**src/rtl/sha256_pkg.sv**
```systemverilog
// Shared definitions for the SHA-256 block builder: padding constant,
// block-count helper and builder state encoding.
package sha256_pkg;

  localparam logic [31:0] SHA256_PAD_WORD = 32'h8000_0000;

  typedef enum logic [1:0] {IDLE, FILL, PRESENT} builder_state_e;

  // Blocks needed for a message of 'words' words plus marker and 64-bit length.
  function automatic int sha256_num_blocks(input int words);
    return (words + 2) / 16 + 1;
  endfunction

endpackage

```
**src/rtl/sha256_pad_word_sel.sv**
```systemverilog
// Chooses the word written into a block slot: message data, pad marker,
// bit length or zero fill, based on the global word index.
module sha256_pad_word_sel
  import sha256_pkg::*;
#(
  parameter int NUM_OF_WORDS = 20
) (
  input  logic [11:0] g,
  input  logic [3:0]  w,
  input  logic        last,
  input  logic [31:0] mem_read_data,
  output logic [31:0] word
);

  localparam logic [11:0] MSG_WORDS = 12'(NUM_OF_WORDS);
  localparam logic [31:0] BIT_LEN   = 32'(NUM_OF_WORDS) << 5;

  always_comb begin
    if (g < MSG_WORDS) begin
      word = mem_read_data;
    end else if (g == MSG_WORDS) begin
      word = SHA256_PAD_WORD;
    end else if (last && (w == 4'd15)) begin
      word = BIT_LEN;
    end else begin
      word = '0;
    end
  end

endmodule

```
**src/rtl/sha256_block_builder.sv**
```systemverilog
// Reads a message from synchronous memory, pads it per SHA-256 and hands
// complete 512-bit blocks to the compression stage over valid/ready.
module sha256_block_builder
  import sha256_pkg::*;
#(
  parameter int NUM_OF_WORDS = 20
) (
  input  logic         clk,
  input  logic         reset_n,
  input  logic         start,
  input  logic [15:0]  message_addr,
  output logic [15:0]  mem_addr,
  input  logic [31:0]  mem_read_data,
  output logic         blk_valid,
  input  logic         blk_ready,
  output logic [511:0] blk_data,
  output logic         blk_last,
  output logic         busy,
  output logic         done
);

  localparam int          NUM_BLOCKS = sha256_num_blocks(NUM_OF_WORDS);
  localparam logic [7:0]  LAST_BLK   = 8'(NUM_BLOCKS - 1);
  localparam logic [11:0] MSG_WORDS  = 12'(NUM_OF_WORDS);

  builder_state_e state_q, state_d;
  logic [15:0] base_q, base_d;
  logic [15:0] mem_addr_q, mem_addr_d;
  logic [7:0]  blk_q, blk_d;
  logic [4:0]  w_q, w_d;
  logic        valid_q, valid_d;
  logic        last_q, last_d;
  logic        busy_q, busy_d;
  logic        done_q, done_d;
  logic [31:0] words_q [16];
  logic [31:0] words_d [16];

  logic [3:0]  slot_w;
  logic [11:0] slot_g, next_g, nb_g;
  logic [7:0]  blk_inc;
  logic        is_last;
  logic [31:0] slot_word;

  // w_q is the slot whose address is on mem_addr; the slot written is one behind it.
  assign slot_w  = 4'(w_q - 5'd1);
  assign slot_g  = {blk_q, slot_w};
  assign next_g  = {blk_q, 4'(w_q + 5'd1)};
  assign blk_inc = blk_q + 8'd1;
  assign nb_g    = {blk_inc, 4'b0000};
  assign is_last = (blk_q == LAST_BLK);

  sha256_pad_word_sel #(.NUM_OF_WORDS(NUM_OF_WORDS)) u_sel (
    .g             (slot_g),
    .w             (slot_w),
    .last          (is_last),
    .mem_read_data (mem_read_data),
    .word          (slot_word)
  );

  always_comb begin
    state_d    = state_q;
    base_d     = base_q;
    mem_addr_d = mem_addr_q;
    blk_d      = blk_q;
    w_d        = w_q;
    valid_d    = valid_q;
    last_d     = last_q;
    busy_d     = busy_q;
    done_d     = 1'b0;
    words_d    = words_q;
    case (state_q)
      IDLE: begin
        if (start) begin
          base_d     = message_addr;
          mem_addr_d = message_addr;
          blk_d      = '0;
          w_d        = '0;
          busy_d     = 1'b1;
          state_d    = FILL;
        end
      end
      FILL: begin
        if (w_q != 5'd0) words_d[slot_w] = slot_word;
        if (w_q == 5'd16) begin
          valid_d = 1'b1;
          last_d  = is_last;
          state_d = PRESENT;
        end else begin
          w_d = w_q + 5'd1;
          // Address only real message words; pad slots leave mem_addr parked.
          if ((w_q < 5'd15) && (next_g < MSG_WORDS)) mem_addr_d = base_q + 16'(next_g);
        end
      end
      PRESENT: begin
        if (blk_ready) begin
          valid_d = 1'b0;
          last_d  = 1'b0;
          if (last_q) begin
            busy_d  = 1'b0;
            done_d  = 1'b1;
            state_d = IDLE;
          end else begin
            blk_d   = blk_inc;
            w_d     = '0;
            state_d = FILL;
            if (nb_g < MSG_WORDS) mem_addr_d = base_q + 16'(nb_g);
          end
        end
      end
      default: state_d = IDLE;
    endcase
  end

  always_ff @(posedge clk or negedge reset_n) begin
    if (!reset_n) begin
      state_q    <= IDLE;
      base_q     <= '0;
      mem_addr_q <= '0;
      blk_q      <= '0;
      w_q        <= '0;
      valid_q    <= 1'b0;
      last_q     <= 1'b0;
      busy_q     <= 1'b0;
      done_q     <= 1'b0;
      for (int unsigned i = 0; i < 16; i++) words_q[i] <= '0;
    end else begin
      state_q    <= state_d;
      base_q     <= base_d;
      mem_addr_q <= mem_addr_d;
      blk_q      <= blk_d;
      w_q        <= w_d;
      valid_q    <= valid_d;
      last_q     <= last_d;
      busy_q     <= busy_d;
      done_q     <= done_d;
      words_q    <= words_d;
    end
  end

  always_comb begin
    blk_data = '0;
    for (int unsigned i = 0; i < 16; i++) blk_data[511 - 32*i -: 32] = words_q[i];
  end

  assign mem_addr  = mem_addr_q;
  assign blk_valid = valid_q;
  assign blk_last  = last_q;
  assign busy      = busy_q;
  assign done      = done_q;

endmodule

```
**config.mk**
```make
export PLATFORM = sky130hd
export DESIGN_NAME = sha256_block_builder
export DESIGN_NICKNAME = d
export VERILOG_FILES = /design/src/rtl/sha256_pkg.sv /design/src/rtl/sha256_pad_word_sel.sv /design/src/rtl/sha256_block_builder.sv
export SDC_FILE = /design/constraint.sdc
export NUM_CORES = 1
export LEC_CHECK = 0
export ABC_AREA = 1
export CAP_MARGIN = 20
export CORE_UTILIZATION = 40
export DETAILED_ROUTE_END_ITERATION = 7
export PLACE_DENSITY = 0.7
export SYNTH_ARGS = -nofsm -noshare
export SYNTH_HDL_FRONTEND = slang
export SYNTH_HIERARCHICAL = 1
export SYNTH_SLANG_ARGS = --single-unit
```
**constraint.sdc**
```tcl
create_clock -name clk -period 5.4 [get_ports clk]
set_input_delay 1.35 -clock clk [delete_from_list [all_inputs] [get_ports clk]]
set_output_delay 1.35 -clock clk [all_outputs]
set_load 0.02 [all_outputs]
```
After elaboration in Yosys (flattened, before gate mapping) --
Cells that the tools add are included. Widths: inputs -> output; s select.
Storage, ports and cells: output and inout bits 532, input bits 52, logic and storage cells 106, register bits 563
Operators by class: bitwise operators 1, muxes and demuxes 39, reductions and logical operators 16, magnitude comparators 6, eq/ne operators 14, add/sub/neg operators 5
Operator list (count):
- $bwmux 512 | 1
- $demux 32 s4 | 1
- $mux 16 | 6
- $mux 32 | 3
- $pmux 16 s3 | 1
- $lt 12x5->1 const B | 3
- $add 16x12->16 | 2
- $mux 8 | 3
- $mux 5 | 4
- $ne 2x2->1 const B | 8
- $pmux 8 s2 | 1
- $pmux 5 s3 | 1
- $eq 12x5->1 const B | 1
- $mux 1 | 10
- $mux 10 | 1
- $add 8x1->8 const B | 1
- $eq 8x1->1 const B | 1
- $reduce_and 4->1 | 2
- $reduce_and 7->1 | 1
- $mux 2 | 3
- $pmux 1 s2 | 3
- $pmux 2 s3 | 1
- $reduce_and 3->1 | 2
- $add 5x1->5 const B | 1
- other kinds (16) | 20

Logic depth before layout (Yosys ltp) --
Gate-level depths: netlist of run 1.
depth in word-level cells 7, depth in mapped cells 19, gate-level depth less buffers 19

Cells and area by module --
Netlist of run 1, hierarchy kept.
Modules (own cells, without submodules):
- sha256_block_builder | seq. area each 14088.5 µm², area an instance 23466.3 µm², times used 1, cells each 1739
- sha256_pad_word_sel | seq. area each 0.0 µm², area an instance 419.2 µm², times used 1, cells each 100

Least setup slack after synthesis of run 1 --
OpenSTA, ideal clock, no wires.
path type input port to flip-flop, from in blk_ready, to reg mem_addr_q[6], in the netlist mem_addr[6], data required time 5.272 ns, data arrival time 2.422 ns, setup slack 2.849 ns, path buffers 1, cell stages on the path 12, library setup time 0.128 ns, cell sequence inv_1 -> nand2_1 -> nand2_1 -> nor2_1 -> nand2_1 -> nor2_4 -> nand3_1 -> nand2_1 -> nand2_2 -> buf_2 -> nand2_1 -> o21ai_0
Between the ends: longest elaborated chain between the ends 2
RTL lines:
- start: declaration | RTL line sha256_block_builder.sv:15 | input logic blk_ready,
- $ne 2x2->1 (no line)
- $reduce_and 7->1 (no line)
- end signal: assignment | RTL line sha256_block_builder.sv:129 | mem_addr_q <= mem_addr_d;
- end: declaration | RTL line sha256_block_builder.sv:28 | logic [15:0] mem_addr_q, mem_addr_d;
Every way passes these cells. A chain may end at the register's enable or synchronous reset.

Worst setup path after layout of run 1 --
from reg w_q[0], to reg words_q, in the netlist blk_data[317]
Between the ends: elaborated cells between the ends (all ways) 12, those cells by class add/sub (1); order compare (3); mux (4); bitwise (1); reduce/logical (3)
RTL lines:
- start: declaration | RTL line sha256_block_builder.sv:30 | logic [4:0] w_q, w_d;
- start signal: assignment | RTL line sha256_block_builder.sv:131 | w_q <= w_d;
- $sub 4x1->4 | RTL line sha256_block_builder.sv:45 | assign slot_w = 4'(w_q - 5'd1);
- named net slot_g[2] | RTL line sha256_block_builder.sv:39 | logic [11:0] slot_g, next_g, nb_g;
- $lt 12x5->1 | RTL line sha256_pad_word_sel.sv:19 | if (g < MSG_WORDS) begin
- $mux 32 | RTL line sha256_pad_word_sel.sv:19
- named net slot_word[29] | RTL line sha256_block_builder.sv:42 | logic [31:0] slot_word;
- $bwmux 512 | RTL line sha256_block_builder.sv:83 | if (w_q != 5'd0) words_d[slot_w] = slot_word;
- end signal: assignment | RTL line sha256_block_builder.sv:136 | words_q <= words_d;
- end: declaration | RTL line sha256_block_builder.sv:35 | logic [31:0] words_q [16];
The timed path passes the listed nets, and every way through them passes these cells.

==> flow_metrics.env, run 1 <==
export IMPL_max_freq_mhz=273.9
export IMPL_syn_num_nets=1926
export IMPL_viasPerCell=5.045
export IMPL_setup_viol_count_final=0
export IMPL_slowest_delay_ns=1.12
export IMPL_drv_cap=0
export IMPL_cts_sinks=563
export IMPL_io_pins=584
export IMPL_final_cell_mix="582 x clkdlybuf4s50_1, 563 x dfrtp_1, 477 x mux2_2"
export IMPL_synth_xor_area_share_pct=0.2514
export IMPL_drt_iter0_markers=709
export IMPL_p_clk_share_pct=19.3
export IMPL_tightest_slew_ns=1.121
export IMPL_groute_usage_overall_pct=23.74
export IMPL_grt_max_degree=120
export IMPL_die_x_um=246.4
export IMPL_fin_nets=2523
export IMPL_crit_top_cell="inv_1"
export IMPL_status="complete, no violations"
export IMPL_timing_final_crit_share_pct=67.62
export IMPL_worstPathCellList="inv_1 -> ha_1 -> xnor2_1 -> inv_1 -> inv_1 -> nand2_1 -> nand3_1 -> nand2_2 -> nor2_1 -> mux2_2"
export IMPL_start_util_pct=40.47
export IMPL_design_die_area_um2=60700
export IMPL_die_h_um=246.4
export IMPL_netlist_instances=1839
export IMPL_netlist_area_um2=23890
export IMPL_cts_max_level=2
export IMPL_synth_fa_ha_area_share_pct=1.896
export IMPL_ctsHoldBuffers=0
export IMPL_powerDensity_nw_per_um2=633.5
export IMPL_p_leak_nw=15.32
export IMPL_synth_top_area_cell="dfrtp_1"
export IMPL_p_int_mw=12.43
export IMPL_drcViolationCount=0
export IMPL_p_total_mw=20.47
export IMPL_seqPwrFrac_pct=32.9
export IMPL_cts_resized=0
export IMPL_path_class="reg -> reg"
export IMPL_syn_area_per_cell_um2=12.99
export IMPL_grt_first_pass_wirelength_um=108400
export IMPL_fp_coreArea_um2=59020
export IMPL_vias=16415
export IMPL_overflow=0
export IMPL_fin_skew_ns=0.02764
export IMPL_hp_class="reg -> reg"
export IMPL_synthSimpleGateAreaFrac_pct=7.748
export IMPL_grt_pass1_vias=16765
export IMPL_clk_latency_ns=0.62
export IMPL_drive_above_1_share_pct=26.12
export IMPL_grt_antenna_before_repair=1
export IMPL_power_switching_mw=8.040
export IMPL_layout_commonest_cell="clkdlybuf4s50_1"
export IMPL_antenna_cells=0
export IMPL_routedWlPerCell_um=22.39
export IMPL_clk_pin_slew_worst_paths_ns=0.06
export IMPL_cts_tree="done"
export IMPL_ys_async_sr_fraction_pct=100.0
export IMPL_antenna_left=0
export IMPL_sw_frac_of_total_pct=39.28
export IMPL_yosys_top_cells_area="dfrtp_1 59%, mux2_2 22%, nand2_1 3.4%"
export IMPL_slew_limit_headroom_pct=24.99
export IMPL_routed_wl_um=72860
export IMPL_finalMaxSlewViolations=0
export IMPL_synth_distinct_cells=34
export IMPL_path_max_fanout=32
export IMPL_dp_hpwl_um=51140
export IMPL_synth_top_family_by_area="multiplexers"
export IMPL_numPortBuffers=583
export IMPL_post_cts_setup_buffer_count=0
export IMPL_cts_root_buf="clkbuf_16"
export IMPL_syn_to_final_growth_pct=35.26
export IMPL_cp_end_kind="flop"
export IMPL_cp_start_kind="flop"
export IMPL_synth_edf_count=0
export IMPL_ys_seq_area_share_pct=58.98
export IMPL_yosys_register_bits=563
export IMPL_vdd_drop_max_mv=0.3301
export IMPL_tns_ns=0
export IMPL_fillers=4892
export IMPL_pwr_share_comb_pct=47.8
export IMPL_rsz0062_at_grt="false"
export IMPL_yosys_warnings=6
export IMPL_yosys_area_top_type_share_pct=58.98
export IMPL_period_needed_ns=3.651
export IMPL_firstDrtPassIters=5
export IMPL_cts_buffers=58
export IMPL_clock_path_buffers=3
export IMPL_synthMuxAreaShare_pct=24.52
export IMPL_hold_viol=0
export IMPL_rows=89
export IMPL_gp_congestion=0.8829
export IMPL_worstPathArrival_ns=4.19
export IMPL_required_ns=5.94
export IMPL_synth_flop_cell="dfrtp_1"
export IMPL_cp_slowest_cell="nor2_1"
export IMPL_synth_compound_area_share_pct=1.608
[critical path, delay by kind of cell, from the launching register on]
kind                       cells  cell delay [ns]
DFF                            1             0.41
and+or+nand+nor                4             1.88
muxes                          1             0.32
adders and majority gates      1             0.27
buffers and inverters          3             0.44
xor gates and xnor gates       1             0.25
[power groups by stage]
stage	logic, mW	clock network [mW]	registers, mW
global placement	9.58	0	6.72
finish	9.77	3.96	6.73
detailed placement	9.72	0	6.79
CTS	9.76	4.04	6.74
floorplan	3.28	0	8.51
global route	10.4	4.20	6.94
[sequential cells by signal, summed over array words and instances, names as in the netlist]
register   cells
blk_valid      1
blk_data     512
done           1
state_q        2
mem_addr      16
blk_last       1
blk_q          8
base_q        16
w_q            5
busy           1
[cell type report]
class / count / area, µm² / share of cell area (%)
Tap cell: 773 / 967.2 / 2.994
Sequential cell: 563 / 14090 / 43.61
Multi-Input combinational cell: 1049 / 8606 / 26.64
Inverter: 134 / 503.0 / 1.557
Clock buffer: 84 / 1619 / 5.011
Clock inverter: 21 / 254.0 / 0.7862
Timing Repair Buffer: 630 / 6270 / 19.41
[cells in the mapped netlist (all sizes together) (2+ instances only)]
cell type,instances
or2,2
buf,56
inv,133
ha,33
a21oi,28
fa,2
clkbuf,37
nand3b,5
nor2,112
nand2,224
xnor2,2
mux2,520
o21ai,33
nand4,7
nor3,7
o31ai,2
xor2,4
o211ai,2
dfrtp,563
o22ai,5
nand3,59
[metrics by stage]
stage               std cells  utilization, %  hold slack (ns)  instance area, µm²  setup WS [ns]
CTS                      3241           54.54           0.4822               32190          1.597
global placement         3133           51.31           0.4681               30290          1.486
global route             3254           54.74           0.4932               32310          1.410
finish                   3254           54.74           0.4758               32310          1.749
floorplan                1839               -           0.4870               23890          2.849
detailed placement       3136           51.37           0.4667               30320          1.631
[final timing paths]
| check | slack [ns] | end | cells past startpoint | startpoint |
|---|---|---|---|---|
| min in group asynchronous | 0.76 | blk_data[322] | 1 | reset_n |
| worst max-delay path | 1.75 | blk_data[317] | 10 | w_q[0] |
| worst min register to register | 0.48 | mem_addr[10] | 2 | mem_addr[10] |
| max in group asynchronous | 3.29 | blk_data[166] | 3 | reset_n |
| worst min-delay path | 0.48 | mem_addr[10] | 2 | mem_addr[10] |
| worst max register to register | 1.75 | blk_data[317] | 10 | w_q[0] |
[cells by family (layout without fill, tap and decap cells)]
logic type / count (synthesis) / in the layout
AO/OA/AOI/OAI: 72 / 72
XOR/XNOR: 6 / 6
adder cells (fa/ha/maj): 35 / 35
buffers and inverters: 227 / 869
flip-flops: 563 / 563
multiplexers: 520 / 520
AND/OR/NAND/NOR: 416 / 416
[layer usage]
layer	vias up	track usage, %	routed length, µm
met4	2	7.807	2481
met5	-	0	13
met1	8412	30.05	30050
li1	7370	-	-
met3	124	5.098	4178
met2	507	40.25	36140
(Power assumes the default switching activity.)
==> run 2: changes to the inputs <==
--- a/config.mk
+++ b/config.mk
@@ -9,7 +9,7 @@
 export CAP_MARGIN = 20
 export CORE_UTILIZATION = 40
 export DETAILED_ROUTE_END_ITERATION = 7
-export PLACE_DENSITY = 0.7
+export PLACE_DENSITY = 0.72
 export SYNTH_ARGS = -nofsm -noshare
 export SYNTH_HDL_FRONTEND = slang
 export SYNTH_HIERARCHICAL = 1
==> constraint.sdc (replaced) <==
create_clock -name clk -period 3.2 [get_ports clk]
set_input_delay 0.8 -clock clk [delete_from_list [all_inputs] [get_ports clk]]
set_output_delay 0.8 -clock clk [all_outputs]
set_load 0.02 [all_outputs]
==> run 2 against run 1 <==
  * Sequential power up 69%
  * Cell count up 1.2%
  * Sequential share of layout area down 0.76 points
  * Combinational power up 71%
  * Non-clock buffer count up 36
==> flow_metrics.env, run 2 (synthesis gave the netlist of run 1 again) <==
export IMPL_status="complete, no violations"
export IMPL_clk_latency_ns=0.62
export IMPL_cts_sinks=563
export IMPL_rrSetupSlack_ns=0.33
export IMPL_start_util_pct=40.47
export IMPL_timing_final_crit_share_pct=89.74
export IMPL_design_die_area_um2=60700
export IMPL_wl_met3_um=4351
export IMPL_overflow=0
export IMPL_ctsHoldBuffers=0
export IMPL_drive_above_1_share_pct=27.59
export IMPL_finalMaxSlewViolations=0
export IMPL_worstPathArrival_ns=3.41
export IMPL_cp_slowest_cell="nor2_1"
export IMPL_path_class="reg -> reg"
export IMPL_routed_wl_um=74250
export IMPL_cts_max_level=2
export IMPL_clock_path_buffers=3
export IMPL_rows=89
export IMPL_dr_max_layer_used="met4"
export IMPL_fin_area_um2=32880
export IMPL_routedWlPerCell_um=22.55
export IMPL_hp_class="in -> async"
export IMPL_p_total_mw=35.39
export IMPL_crit_top_cell="inv_1"
export IMPL_fin_skew_ns=0.02134
export IMPL_clk_pin_slew_worst_paths_ns=0.06
export IMPL_met1_length_um=30390
export IMPL_gp_congestion=0.8432
export IMPL_sw_frac_of_total_pct=38.69
export IMPL_layout_commonest_cell="clkdlybuf4s50_1"
export IMPL_slew_limit_headroom_pct=30.35
export IMPL_firstDrtPassIters=4
export IMPL_die_x_um=246.4
export IMPL_tightest_slew_ns=1.041
export IMPL_largest_reg_flops=512
export IMPL_drv_cap=0
export IMPL_grt_first_pass_wirelength_um=110900
export IMPL_required_ns=3.74
export IMPL_grt_pass1_vias=17427
export IMPL_groute_usage_overall_pct=24.24
export IMPL_rsz0062_at_grt="false"
export IMPL_tns_ns=0
export IMPL_dp_hpwl_um=52230
export IMPL_cp_end_kind="flop"
export IMPL_vdd_drop_max_mv=0.6509
export IMPL_utilization_pct=55.72
export IMPL_die_h_um=246.4
export IMPL_powerDensity_nw_per_um2=1076
export IMPL_cts_buffers=58
export IMPL_path_max_fanout=16
export IMPL_drcViolationCount=0
export IMPL_numPortBuffers=583
export IMPL_grt_max_degree=73
export IMPL_syn_to_final_growth_pct=37.67
export IMPL_cts_resized=0
export IMPL_power_switching_mw=13.70
export IMPL_postPlaceCellArea_um2=30700
export IMPL_drt_iter0_markers=844
export IMPL_pwr_share_comb_pct=47.1
export IMPL_hold_viol=0
export IMPL_seqPwrFrac_pct=32.3
export IMPL_cts_tree="done"
export IMPL_slowest_delay_ns=0.79
export IMPL_p_int_mw=21.70
export IMPL_final_cell_mix="582 x clkdlybuf4s50_1, 563 x dfrtp_1, 477 x mux2_2"
export IMPL_worstPathCellList="inv_1 -> ha_1 -> xnor2_1 -> inv_1 -> inv_1 -> nand2_1 -> nand3_1 -> nand2_2 -> buf_4 -> nor2_1 -> mux2_2"
export IMPL_io_pins=584
export IMPL_p_clk_share_pct=20.6
export IMPL_antenna_left=0
export IMPL_vias=16552
export IMPL_met2_length_um=36960
export IMPL_grt_antenna_before_repair=1
export IMPL_whs_ns=0.2114
export IMPL_cp_start_kind="flop"
export IMPL_period_needed_ns=2.872
export IMPL_viasPerCell=5.026
export IMPL_fp_coreArea_um2=59020
export IMPL_fin_nets=2559
export IMPL_cts_root_buf="clkbuf_16"
export IMPL_setup_viol_count_final=0
export IMPL_post_cts_setup_buffer_count=0
export IMPL_max_freq_mhz=348.2
export IMPL_p_leak_nw=15.65
[run 2: worst max-delay path: cells and delay by family, from the launching register on]
kind / cells / cell delay, ns
xor gates and xnor gates: 1 / 0.25
and+or+nand+nor: 4 / 1.04
muxes: 1 / 0.31
adders and majority gates: 1 / 0.25
DFF: 1 / 0.41
buffers and inverters: 4 / 0.53
[run 2: area by class of cell]
| cell class | instances | area [µm²] |
|---|---|---|
| tap | 773 | 967.2 |
| antenna | 1 | 2.502 |
| clock buffer | 84 | 1719 |
| inverter | 134 | 503.0 |
| fill | 4801 | 26140 |
| timing repair buffer | 666 | 6641 |
| multi-input combinational | 1049 | 8603 |
| clock inverter | 23 | 359.1 |
| sequential | 563 | 14090 |
[run 2: routing by layer]
layer	up-vias	GRT usage [%]
met5	-	0
met1	8490	30.49
met4	0	8.642
met2	503	41.31
li1	7433	-
met3	126	4.847
[run 2: power by group through the flow]
stage / combinational (mW) / clock [mW] / sequential [mW]
after floorplan: 5.53 / 0 / 14.4
after global placement: 16.3 / 0 / 11.4
after detailed placement: 16.6 / 0 / 11.5
after CTS: 16.7 / 7.41 / 11.4
after global routing: 17.7 / 7.71 / 11.8
final: 16.7 / 7.29 / 11.4
[run 2: final timing paths]
kind | from | end | cells past startpoint
worst max-delay path | w_q[0] | blk_data[204] | 11
worst min-delay path | reset_n | blk_data[0] | 1
worst max register to register | w_q[0] | blk_data[204] | 11
worst min register to register | mem_addr[12] | mem_addr[12] | 2
max in group asynchronous | reset_n | blk_data[43] | 2
min in group clk | mem_addr[12] | mem_addr[12] | 2
[run 2: through the flow]
step / instances / setup WS (ns)
floorplan: 1839 / 0.8942
global placement: 3172 / 0.1985
detailed placement: 3173 / 0.1009
CTS: 3280 / 0.09198
global route: 3293 / 0.1084
finish: 3293 / 0.3283
==> run 3: changes to the inputs <==
--- a/config.mk
+++ b/config.mk
@@ -7,9 +7,10 @@
 export LEC_CHECK = 0
 export ABC_AREA = 1
 export CAP_MARGIN = 20
-export CORE_UTILIZATION = 40
+export CORE_UTILIZATION = 45
 export DETAILED_ROUTE_END_ITERATION = 7
-export PLACE_DENSITY = 0.72
+export MAX_ROUTING_LAYER = met4
+export PLACE_DENSITY = 0.8
 export SYNTH_ARGS = -nofsm -noshare
 export SYNTH_HDL_FRONTEND = slang
 export SYNTH_HIERARCHICAL = 1
==> run 3 against run 2 <==
  * Clock power is 5.6% lower
  * Sequential share of layout area is 0.39 points higher
  * Largest power group unchanged
  * Worst hold slack better by 0.014 ns
  * Routed wire length is 1.7% lower
  * Count of clock-buffer cells in the layout is 1 lower
  * Via count is 1.2% higher
  * Global-route usage is 3.5 points higher
  * Critical endpoint is now blk_data[102]
==> flow_metrics.env, run 3 (synthesis gave the netlist of run 1 again) <==
export IMPL_setup_viol_count_final=0
export IMPL_crit_top_cell="inv_1"
export IMPL_fin_skew_ns=0.03144
export IMPL_multi_input_area_um2=8603
export IMPL_place_inst=3087
export IMPL_post_cts_setup_buffer_count=0
export IMPL_clk_latency_ns=0.63
export IMPL_viasPerCell=5.229
export IMPL_tns_ns=0
export IMPL_overflow=0
export IMPL_max_freq_mhz=329.6
export IMPL_fillers=3913
export IMPL_cts_tree="done"
export IMPL_drcViolationCount=0
export IMPL_seqCellArea_um2=14090
export IMPL_period_needed_ns=3.034
export IMPL_gp_congestion=0.8695
export IMPL_routedWlPerCell_um=22.79
export IMPL_hold_viol=0
export IMPL_antenna_left=0
export IMPL_cp_start_kind="flop"
export IMPL_design_die_area_um2=54010
export IMPL_vdd_drop_max_mv=0.6612
export IMPL_final_cell_mix="582 x clkdlybuf4s50_1, 563 x dfrtp_1, 477 x mux2_2"
export IMPL_groute_usage_overall_pct=27.77
export IMPL_hp_class="in -> async"
export IMPL_place_ws_ns=0.1710
export IMPL_cts_resized=0
export IMPL_grt_max_degree=92
export IMPL_cts_root_buf="clkbuf_16"
export IMPL_fin_nets=2557
export IMPL_status="complete, no violations"
export IMPL_utilization_pct=62.01
export IMPL_largest_reg_flops=512
export IMPL_required_ns=3.73
export IMPL_fin_cells=3203
export IMPL_die_x_um=232.4
export IMPL_drv_cap=0
export IMPL_powerDensity_nw_per_um2=1073
export IMPL_tightest_slew_ns=1.167
export IMPL_clk_pin_slew_worst_paths_ns=0.06
export IMPL_whs_ns=0.2251
export IMPL_fp_coreArea_um2=52550
export IMPL_finalMaxSlewViolations=0
export IMPL_clock_path_buffers=3
export IMPL_cp_slowest_cell="nor2_1"
export IMPL_timing_final_crit_share_pct=94.81
export IMPL_die_h_um=232.4
export IMPL_ctsHoldBuffers=0
export IMPL_fin_area_um2=32590
export IMPL_dp_hpwl_um=51150
export IMPL_io_pins=584
export IMPL_worstPathArrival_ns=3.57
export IMPL_numPortBuffers=583
export IMPL_p_leak_nw=15.58
export IMPL_cp_end_kind="flop"
export IMPL_path_delay_family="simple AND/OR/NAND/NOR gates"
export IMPL_vias=16749
export IMPL_grt_pass1_vias=17696
export IMPL_syn_to_final_growth_pct=36.43
export IMPL_worstPathCellList="inv_1 -> ha_1 -> xnor2_1 -> inv_1 -> inv_1 -> nand2_1 -> nand3_1 -> nand2_2 -> buf_4 -> nor2_1 -> mux2_2"
export IMPL_cts_buffers=57
export IMPL_path_max_fanout=16
export IMPL_path_class="reg -> reg"
export IMPL_cts_sinks=563
export IMPL_slowest_delay_ns=0.88
export IMPL_start_util_pct=45.45
export IMPL_routed_wl_um=72990
export IMPL_rsz0062_at_grt="false"
export IMPL_grt_first_pass_wirelength_um=109600
export IMPL_firstDrtPassIters=5
export IMPL_postPlaceCellArea_um2=30530
export IMPL_rows=84
export IMPL_p_total_mw=34.96
export IMPL_layout_commonest_cell="clkdlybuf4s50_1"
export IMPL_cts_max_level=2
export IMPL_drive_above_1_share_pct=27.36
export IMPL_slew_limit_headroom_pct=21.92
export IMPL_antenna_cells=0
export IMPL_crit_buf_inv=4
export IMPL_fin_ws_ns=0.1660
export IMPL_drt_iter0_markers=939
export IMPL_grt_antenna_before_repair=0
-- run 3: changes by cell type in the layout (fill, tap and decap cells not counted), moves of 2 or more --
cell	previous run	this run
clkbuf_1	9	12
buf_4	66	73
bufinv_16	8	5
buf_12	13	9
clkinv_2	8	10
buf_6	4	0
clkinvlp_4	3	1
clkbuf_8	17	13
-- run 3: worst reg2reg max path, cell delays in order, from the launching register on --
cell     delay (ns)
dfrtp_1        0.42
inv_1          0.14
ha_1           0.22
xnor2_1        0.27
inv_1          0.17
inv_1          0.08
nand2_1        0.05
nand3_1        0.12
nand2_2        0.09
buf_4          0.20
nor2_1         0.89
mux2_2         0.32
-- run 3: worst paths after layout --
| check | startpoint | to | slack [ns] | cells after the start |
|---|---|---|---|---|
| worst min register to register | mem_addr[12] | mem_addr[12] | 0.48 | 2 |
| min in group clk | mem_addr[12] | mem_addr[12] | 0.48 | 2 |
| max in group asynchronous | reset_n | blk_data[310] | 2.05 | 2 |
| worst max register to register | w_q[1] | blk_data[102] | 0.17 | 11 |
| worst max-delay path | w_q[1] | blk_data[102] | 0.17 | 11 |
| worst min-delay path | reset_n | blk_data[392] | 0.23 | 1 |
-- run 3: area by class of cell --
cell class	instances	share of cell area [%]
clock buffer	83	5.141
inverter	134	1.544
sequential	563	43.23
tap	688	2.642
multi-input combinational	1049	26.40
timing repair buffer	665	20.16
clock inverter	21	0.8793
-- run 3: where the power goes --
| group | internal (mW) | switching, mW | leakage, nW | total, mW |
|---|---|---|---|---|
| logic | 7.43 | 9.20 | 7.08 | 16.6 |
| clock network | 4.05 | 2.83 | 0.968 | 6.88 |
| registers | 9.81 | 1.64 | 7.53 | 11.5 |
| total | 21.3 | 13.7 | 15.6 | 35.0 |
-- run 3: routing by layer --
metal	track usage, %	wire (µm)
met1	33.55	29310
met2	45.94	36720
met3	5.515	4108
met4	10.34	2856
met5	-	0
